[src/rtl/reg_writeback_unit_if.sv]
// Bus bundle for the register writeback unit: ALU/load result inputs,
// register-file write port and the pending-write scoreboard outputs.
interface reg_writeback_unit_if #(
  parameter int XLEN = 64
);
  logic            alu_valid;
  logic [4:0]      alu_rd;
  logic [XLEN-1:0] alu_result;
  logic            alu_ready;

  logic            ld_issue;
  logic [4:0]      ld_issue_rd;
  logic            ld_valid;
  logic [4:0]      ld_rd;
  logic [XLEN-1:0] ld_data;
  logic [1:0]      ld_size;
  logic            ld_unsigned;
  logic            ld_ready;

  logic            reg_write;
  logic [4:0]      rd;
  logic [XLEN-1:0] write_data;
  logic [31:0]     busy;
  logic            sb_overflow;

  modport slave (
    input  alu_valid, alu_rd, alu_result,
    input  ld_issue, ld_issue_rd, ld_valid, ld_rd, ld_data, ld_size, ld_unsigned,
    output alu_ready, ld_ready,
    output reg_write, rd, write_data, busy, sb_overflow
  );

  modport master (
    output alu_valid, alu_rd, alu_result,
    output ld_issue, ld_issue_rd, ld_valid, ld_rd, ld_data, ld_size, ld_unsigned,
    input  alu_ready, ld_ready,
    input  reg_write, rd, write_data, busy, sb_overflow
  );
endinterface

[src/rtl/reg_writeback_unit.sv]
// Register-file writeback: queues ALU and load results (loads extended at push),
// drains one write per cycle, and tracks outstanding writes per register.
module reg_writeback_unit #(
  parameter int XLEN  = 64,
  parameter int DEPTH = 4,
  parameter int CNTW  = 3
) (
  input  logic                 clk,
  input  logic                 rst,
  reg_writeback_unit_if.slave  bus
);

  localparam int AW = (DEPTH > 1) ? $clog2(DEPTH) : 1;
  localparam int PW = AW + 1;
  localparam int SW = CNTW + 2;
  localparam logic [PW-1:0]   DEPTH_P = PW'(DEPTH);
  localparam logic [CNTW-1:0] CNT_MAX = {CNTW{1'b1}};
  localparam logic [SW-1:0]   SUM_ONE = SW'(1);
  localparam logic [SW-1:0]   SUM_MAX = {2'b00, CNT_MAX};

  typedef struct packed {
    logic [4:0]      rd;
    logic [XLEN-1:0] data;
  } entry_t;

  function automatic logic [XLEN-1:0] extend_load(
    input logic [XLEN-1:0] raw,
    input logic [1:0]      size,
    input logic            uns
  );
    logic [XLEN-1:0] ext;
    case (size)
      2'b00: ext = uns ? {{(XLEN-8){1'b0}}, raw[7:0]}
                       : {{(XLEN-8){raw[7]}}, raw[7:0]};
      2'b01: ext = uns ? {{(XLEN-16){1'b0}}, raw[15:0]}
                       : {{(XLEN-16){raw[15]}}, raw[15:0]};
      2'b10: ext = uns ? {{(XLEN-32){1'b0}}, raw[31:0]}
                       : {{(XLEN-32){raw[31]}}, raw[31:0]};
      default: ext = raw;
    endcase
    return ext;
  endfunction

  entry_t [DEPTH-1:0]     mem_q, mem_d;
  logic [PW-1:0]          wptr_q, wptr_d;
  logic [PW-1:0]          rptr_q, rptr_d;
  logic [31:0][CNTW-1:0]  cnt_q, cnt_d;
  logic                   sb_overflow_q, sb_overflow_d;
  logic                   reg_write_q, reg_write_d;
  logic [4:0]             rd_q, rd_d;
  logic [XLEN-1:0]        write_data_q, write_data_d;

  logic                   full_s;
  logic                   empty_s;
  logic                   push_ld_s;
  logic                   push_alu_s;
  logic                   pop_s;
  entry_t                 push_entry_s;
  entry_t                 head_s;
  logic [31:0]            busy_s;
  logic [SW-1:0]          sum_v;

  // Occupancy flags and the accept/push decisions; loads win arbitration.
  always_comb begin
    full_s       = ((wptr_q - rptr_q) == DEPTH_P);
    empty_s      = (wptr_q == rptr_q);
    push_ld_s    = bus.ld_valid && !full_s && (bus.ld_rd != 5'd0);
    push_alu_s   = bus.alu_valid && !full_s && !bus.ld_valid && (bus.alu_rd != 5'd0);
    pop_s        = !empty_s;
    head_s       = mem_q[rptr_q[AW-1:0]];
    push_entry_s = '0;
    if (push_ld_s) begin
      push_entry_s.rd   = bus.ld_rd;
      push_entry_s.data = extend_load(bus.ld_data, bus.ld_size, bus.ld_unsigned);
    end else if (push_alu_s) begin
      push_entry_s.rd   = bus.alu_rd;
      push_entry_s.data = bus.alu_result;
    end else begin
      push_entry_s = '0;
    end
  end

  assign bus.ld_ready  = !full_s;
  assign bus.alu_ready = !full_s && !bus.ld_valid;

  // FIFO storage and pointers; the drain stage pops the head every non-empty cycle.
  always_comb begin
    mem_d  = mem_q;
    wptr_d = wptr_q;
    rptr_d = rptr_q;
    if (push_ld_s || push_alu_s) begin
      mem_d[wptr_q[AW-1:0]] = push_entry_s;
      wptr_d                = wptr_q + PW'(1);
    end else begin
      wptr_d = wptr_q;
    end
    if (pop_s) begin
      rptr_d = rptr_q + PW'(1);
    end else begin
      rptr_d = rptr_q;
    end
  end

  // Register-file port holds its last address/data when no write is issued.
  always_comb begin
    reg_write_d  = pop_s;
    rd_d         = rd_q;
    write_data_d = write_data_q;
    if (pop_s) begin
      rd_d         = head_s.rd;
      write_data_d = head_s.data;
    end else begin
      rd_d         = rd_q;
      write_data_d = write_data_q;
    end
  end

  // Pending counters: +1 per ALU push / load issue, -1 when the write is issued;
  // the sum is formed two bits wider so a double increment can be detected.
  always_comb begin
    cnt_d         = cnt_q;
    sb_overflow_d = sb_overflow_q;
    sum_v         = '0;
    cnt_d[0]      = '0;
    for (int r = 1; r < 32; r++) begin
      sum_v = {2'b00, cnt_q[r]};
      if (push_alu_s && (bus.alu_rd == 5'(r))) begin
        sum_v = sum_v + SUM_ONE;
      end else begin
        sum_v = sum_v;
      end
      if (bus.ld_issue && (bus.ld_issue_rd == 5'(r))) begin
        sum_v = sum_v + SUM_ONE;
      end else begin
        sum_v = sum_v;
      end
      if (pop_s && (head_s.rd == 5'(r)) && (sum_v != '0)) begin
        sum_v = sum_v - SUM_ONE;
      end else begin
        sum_v = sum_v;
      end
      if (sum_v > SUM_MAX) begin
        cnt_d[r]      = CNT_MAX;
        sb_overflow_d = 1'b1;
      end else begin
        cnt_d[r] = sum_v[CNTW-1:0];
      end
    end
  end

  always_comb begin
    busy_s    = '0;
    busy_s[0] = 1'b0;
    for (int r = 1; r < 32; r++) begin
      busy_s[r] = (cnt_q[r] != '0);
    end
  end

  assign bus.busy        = busy_s;
  assign bus.reg_write   = reg_write_q;
  assign bus.rd          = rd_q;
  assign bus.write_data  = write_data_q;
  assign bus.sb_overflow = sb_overflow_q;

  // State register; reset discards queued entries and any same-cycle handshake.
  always_ff @(posedge clk) begin
    if (rst) begin
      mem_q         <= '0;
      wptr_q        <= '0;
      rptr_q        <= '0;
      cnt_q         <= '0;
      sb_overflow_q <= 1'b0;
      reg_write_q   <= 1'b0;
      rd_q          <= 5'd0;
      write_data_q  <= '0;
    end else begin
      mem_q         <= mem_d;
      wptr_q        <= wptr_d;
      rptr_q        <= rptr_d;
      cnt_q         <= cnt_d;
      sb_overflow_q <= sb_overflow_d;
      reg_write_q   <= reg_write_d;
      rd_q          <= rd_d;
      write_data_q  <= write_data_d;
    end
  end

endmodule
[src/flat_wrapper.sv]
// flat-port wrapper written by rule: the top's interface ports become plain ports
module reg_writeback_unit_flat 
#(
  parameter int XLEN  = 64,
  parameter int DEPTH = 4,
  parameter int CNTW  = 3
)
  (clk, rst, bus_alu_valid, bus_alu_rd, bus_alu_result, bus_ld_issue, bus_ld_issue_rd, bus_ld_valid, bus_ld_rd, bus_ld_data, bus_ld_size, bus_ld_unsigned, bus_alu_ready, bus_ld_ready, bus_reg_write, bus_rd, bus_write_data, bus_busy, bus_sb_overflow);
  reg_writeback_unit_if #(.XLEN(XLEN)) bus_i ();
  input  logic clk;
  input  logic rst;
  input wire logic [$bits(bus_i.alu_valid)-1:0] bus_alu_valid;
  input wire logic [$bits(bus_i.alu_rd)-1:0] bus_alu_rd;
  input wire logic [$bits(bus_i.alu_result)-1:0] bus_alu_result;
  input wire logic [$bits(bus_i.ld_issue)-1:0] bus_ld_issue;
  input wire logic [$bits(bus_i.ld_issue_rd)-1:0] bus_ld_issue_rd;
  input wire logic [$bits(bus_i.ld_valid)-1:0] bus_ld_valid;
  input wire logic [$bits(bus_i.ld_rd)-1:0] bus_ld_rd;
  input wire logic [$bits(bus_i.ld_data)-1:0] bus_ld_data;
  input wire logic [$bits(bus_i.ld_size)-1:0] bus_ld_size;
  input wire logic [$bits(bus_i.ld_unsigned)-1:0] bus_ld_unsigned;
  output wire logic [$bits(bus_i.alu_ready)-1:0] bus_alu_ready;
  output wire logic [$bits(bus_i.ld_ready)-1:0] bus_ld_ready;
  output wire logic [$bits(bus_i.reg_write)-1:0] bus_reg_write;
  output wire logic [$bits(bus_i.rd)-1:0] bus_rd;
  output wire logic [$bits(bus_i.write_data)-1:0] bus_write_data;
  output wire logic [$bits(bus_i.busy)-1:0] bus_busy;
  output wire logic [$bits(bus_i.sb_overflow)-1:0] bus_sb_overflow;
  assign bus_i.alu_valid = bus_alu_valid;
  assign bus_i.alu_rd = bus_alu_rd;
  assign bus_i.alu_result = bus_alu_result;
  assign bus_i.ld_issue = bus_ld_issue;
  assign bus_i.ld_issue_rd = bus_ld_issue_rd;
  assign bus_i.ld_valid = bus_ld_valid;
  assign bus_i.ld_rd = bus_ld_rd;
  assign bus_i.ld_data = bus_ld_data;
  assign bus_i.ld_size = bus_ld_size;
  assign bus_i.ld_unsigned = bus_ld_unsigned;
  assign bus_alu_ready = bus_i.alu_ready;
  assign bus_ld_ready = bus_i.ld_ready;
  assign bus_reg_write = bus_i.reg_write;
  assign bus_rd = bus_i.rd;
  assign bus_write_data = bus_i.write_data;
  assign bus_busy = bus_i.busy;
  assign bus_sb_overflow = bus_i.sb_overflow;
  reg_writeback_unit #(.XLEN(XLEN), .DEPTH(DEPTH), .CNTW(CNTW)) u_core (.clk(clk), .rst(rst), .bus(bus_i));
endmodule
[config.mk]
export PLATFORM = sky130hd
export DESIGN_NAME = reg_writeback_unit_flat
export DESIGN_NICKNAME = d
export VERILOG_FILES = /design/src/rtl/reg_writeback_unit_if.sv /design/src/rtl/reg_writeback_unit.sv /design/src/flat_wrapper.sv
export SDC_FILE = /design/constraint.sdc
export NUM_CORES = 1
export LEC_CHECK = 0
export ABC_AREA = 1
export CAP_MARGIN = 20
export CORE_MARGIN = 2
export CORE_UTILIZATION = 55
export CTS_CLUSTER_SIZE = 25
export DETAILED_ROUTE_END_ITERATION = 10
export PLACE_DENSITY = 0.73
export SKIP_CTS_REPAIR_TIMING = 1
export SLEW_MARGIN = 25
export SYNTH_ARGS = -nofsm -noshare
export SYNTH_HDL_FRONTEND = slang
export SYNTH_SLANG_ARGS = --single-unit
[constraint.sdc]
create_clock -name clk -period 6.95 [get_ports clk]
set_input_delay 1.0425 -clock clk [delete_from_list [all_inputs] [get_ports clk]]
set_output_delay 1.0425 -clock clk [all_outputs]
set_load 0.005 [all_outputs]
==> flow_summary.json <==
{
  "start_util_pct": 55.6,
  "postSynthCellCount": 4331,
  "power_w": 0.0105,
  "ys.warnings.count": 0,
  "dr.pass1.iters": 6,
  "h-tree-depth": 2,
  "hold_viol": 0,
  "clockRootBuffer": "clkbuf_16",
  "dpl.hpwl_um": 53100,
  "cts.path.max_buffers": 3,
  "post-route-period-util_pct": 76.9,
  "critPathTopFamily": "simple AND/OR/NAND/NOR gates",
  "syn_area_per_cell_sq_um": 6.29,
  "pwr-share-seq_pct": 33.8,
  "rsz0062_at_grt": "false",
  "drt-wirelength-per-cell_um": 15.4,
  "ys_seq_elements": 446,
  "drive_gt1_share_pct": 4.67,
  "cp_max_fo": 74,
  "via_per_inst": 5.41,
  "finalSetupTns_ns": 0,
  "die_x_um": 227,
  "status": "finished clean",
  "place_congestion": 0.963,
  "timing.hold.ws_ns": 0.452,
  "p_sw_share_pct": 40.1,
  "cp-start-kind": "flop",
  "fin_skew_ns": 0.0293,
  "routed_wl_um": 79300,
  "grt.overflow.total": 0,
  "cp-end-kind": "flop",
  "slew_headroom_pct": 28.8,
  "timing.fmax_mhz": 187,
  "cpMostUsedCell": "nand2_1",
  "clock_latency_ns": 0.61,
  "core_sq_um": 49000,
  "ys_types": 51,
  "die-area_sq_um": 51300,
  "syn_to_final_growth_pct": 16.9,
  "cap_violations": 0,
  "synth_area_sq_um": 27200,
  "final_cell_mix": "nand2_1 (925), nor2_1 (746), o21ai_0 (500)",
  "grt_pass1_wl_um": 127000,
  "clockPowerShare_pct": 27.4,
  "numPortBuffers": 254,
  "dr.first_iter.drc_count": 2605,
  "period_needed_ns": 5.34,
  "cts_tree": "yes",
  "p_int_w": 0.00630,
  "leakagePower_nw": 14.3,
  "final_cells": 5157,
  "grt_pass1_vias": 24902,
  "synth_fp_nets": 4613,
  "critPathBufInv": 1,
  "hp-class": "reg -> reg",
  "cts.sinks": 446,
  "grt_antenna_before_repair": 0,
  "final_common_cell": "nand2_1",
  "io_pins": 256,
  "async_flop_share_pct": 0,
  "die_h_um": 227,
  "ys_seq_area_share_pct": 32.8,
  "dpl.cell_count": 5068,
  "rows": 81,
  "final_nets": 4738,
  "comb_power_share_pct": 38.8,
  "grtUsageTotal_pct": 30.4,
  "path_cells": "ha_1 -> nand2_1 -> inv_1 -> nand3_2 -> nand2_1 -> nor2_4 -> nand2_1 -> nand2_1 -> nand2_1 -> ha_1 -> o21ai_1 -> ha_1 -> nand2_1 -> nor2_1 -> nor2_1 -> nand2_1 -> nand2_1 -> nor2_1 -> nand2_1 -> nor2_1 -> nand3_1 -> nor2_1 -> nor2_1",
  "num_vias": 27874,
  "crit_required_ns": 7.40,
  "slowest_stage": "dfxtp_4",
  "power_density_nw_per_um2": 331,
  "setup_viol": 0,
  "drc": 0,
  "arrival_ns": 5.79,
  "ys.flop_type": "dfxtp_1",
  "clkTransAtPathRegs_ns": 0.06,
  "critPathKind": "reg -> reg",
  "grt_max_degree": 162,
  "synth-edff-count": 0,
  "tightest_slew_ns": 1.07,
  "ant_nets": 0,
  "switchingPower_w": 0.00422,
  "antennaDiodeCount": 0,
  "peakVddDrop_mv": 0.447,
  "slew_viol_final": 0,
  "cts-buffers-inserted": 50,
  "max_stage_delay_ns": 0.94
}
[synth_stat cells, types with 2 or more instances]
library cell / n / share of area [%]
mux2_2: 4 / 0.17
nand3_2: 2 / 0.073
nor2_2: 20 / 0.46
mux2i_1: 4 / 0.15
clkbuf_1: 163 / 2.2
or2_2: 18 / 0.41
nor2_1: 746 / 10
inv_2: 22 / 0.30
nand2_1: 929 / 13
nand4_2: 3 / 0.14
nand3b_1: 18 / 0.50
clkinv_1: 2 / 0.028
nand3_1: 121 / 2.2
nand2_2: 5 / 0.11
and2_1: 3 / 0.069
ha_1: 131 / 6.0
buf_6: 3 / 0.12
inv_1: 484 / 6.7
o21ai_1: 41 / 0.75
buf_1: 24 / 0.33
nor2_4: 7 / 0.29
nor3_1: 17 / 0.31
a31oi_1: 85 / 2.0
o21bai_1: 6 / 0.17
nand4_1: 72 / 1.7
buf_2: 8 / 0.15
o22ai_1: 2 / 0.046
a32oi_1: 4 / 0.13
dfxtp_1: 446 / 33
xor2_1: 41 / 1.3
a21oi_1: 341 / 6.3
a31o_2: 2 / 0.064
o21ai_2: 5 / 0.16
o21ai_0: 500 / 9.2
buf_4: 6 / 0.17
xnor2_1: 31 / 1.0
[registers in the layout, indices dropped and copies added, names as in the netlist]
| name | count |
|---|---|
| u_core.cnt_q | 93 |
| u_core.mem_q | 276 |
| u_core.bus.rd | 5 |
| u_core.bus.sb_overflow | 1 |
| u_core.bus.write_data | 64 |
| u_core.rptr_q | 3 |
| u_core.wptr_q | 3 |
| u_core.bus.reg_write | 1 |
[through the flow]
| step | setup slack, ns | instance area (sq um) | util, % |
|---|---|---|---|
| 6_report | 1.61 | 31800 | 65.0 |
| 5_1_grt | 0.992 | 31800 | 65.0 |
| 4_1_cts | 1.66 | 31800 | 65.0 |
| 3_5_place_dp | 1.46 | 30000 | 61.3 |
| 3_3_place_gp | 1.58 | 30000 | 61.3 |
| 2_1_floorplan | 2.99 | 27200 | - |
[worst reg2reg max path: stages, from the launching register on]
cell and delay (ns):
dfxtp_4 0.94, ha_1 0.37, nand2_1 0.09, inv_1 0.05, nand3_2 0.39, nand2_1 0.21
nor2_4 0.55, nand2_1 0.33, nand2_1 0.17, nand2_1 0.11, ha_1 0.31, o21ai_1 0.27
ha_1 0.22, nand2_1 0.07, nor2_1 0.14, nor2_1 0.10, nand2_1 0.07, nand2_1 0.09
nor2_1 0.14, nand2_1 0.15, nor2_1 0.19, nand3_1 0.10, nor2_1 0.10, nor2_1 0.04
[layer usage]
layer	vias up	wire [um]	global-route usage [%]
met5	-	0	0
met1	12722	37100	42.4
li1	14182	-	-
met2	849	35400	49.6
met4	0	1840	8.70
met3	121	4940	3.32
[kinds of logic (layout without fill, tap and decap cells)]
logic type	count (synthesis)	count (layout)	share of synthesized area, %
xor+xnor	72	72	2.31
flops	446	446	32.8
other cells	1	1	0.0138
fa+ha+maj	131	131	6.02
compound gates	992	992	18.9
simple gates	1966	1966	29.5
buf+inv	714	876	10.1
mux	9	9	0.354
[power groups by stage]
stage	Sequential [W]	Clock [W]	Combinational [W]
finish	0.00356	0.00288	0.00409
CTS	0.00355	0.00292	0.00406
detailed placement	0.00359	0	0.00403
global placement	0.00358	0	0.00399
floorplan	0.00347	0	0.00274
global route	0.00362	0.00303	0.00458
[path summary, 6_finish.rpt]
path                startpoint                      to  slack (ns)  cells after the start
min reg2reg  u_core.mem_q[100]       u_core.mem_q[100]        0.45                      2
max           u_core.rptr_q[0]  u_core.bus.sb_overflow        1.61                     23
min          u_core.mem_q[100]       u_core.mem_q[100]        0.45                      2
max reg2reg   u_core.rptr_q[0]  u_core.bus.sb_overflow        1.61                     23
[final cells by class]
class	instances	area, sq um
clock buffer	69	1440
clock inverter	20	367
fill	4580	17100
inverter	509	1920
multi-input combinational	3171	15600
sequential	446	8930
tap	664	831
timing repair buffer	278	2740
(Power assumes the default switching activity.)
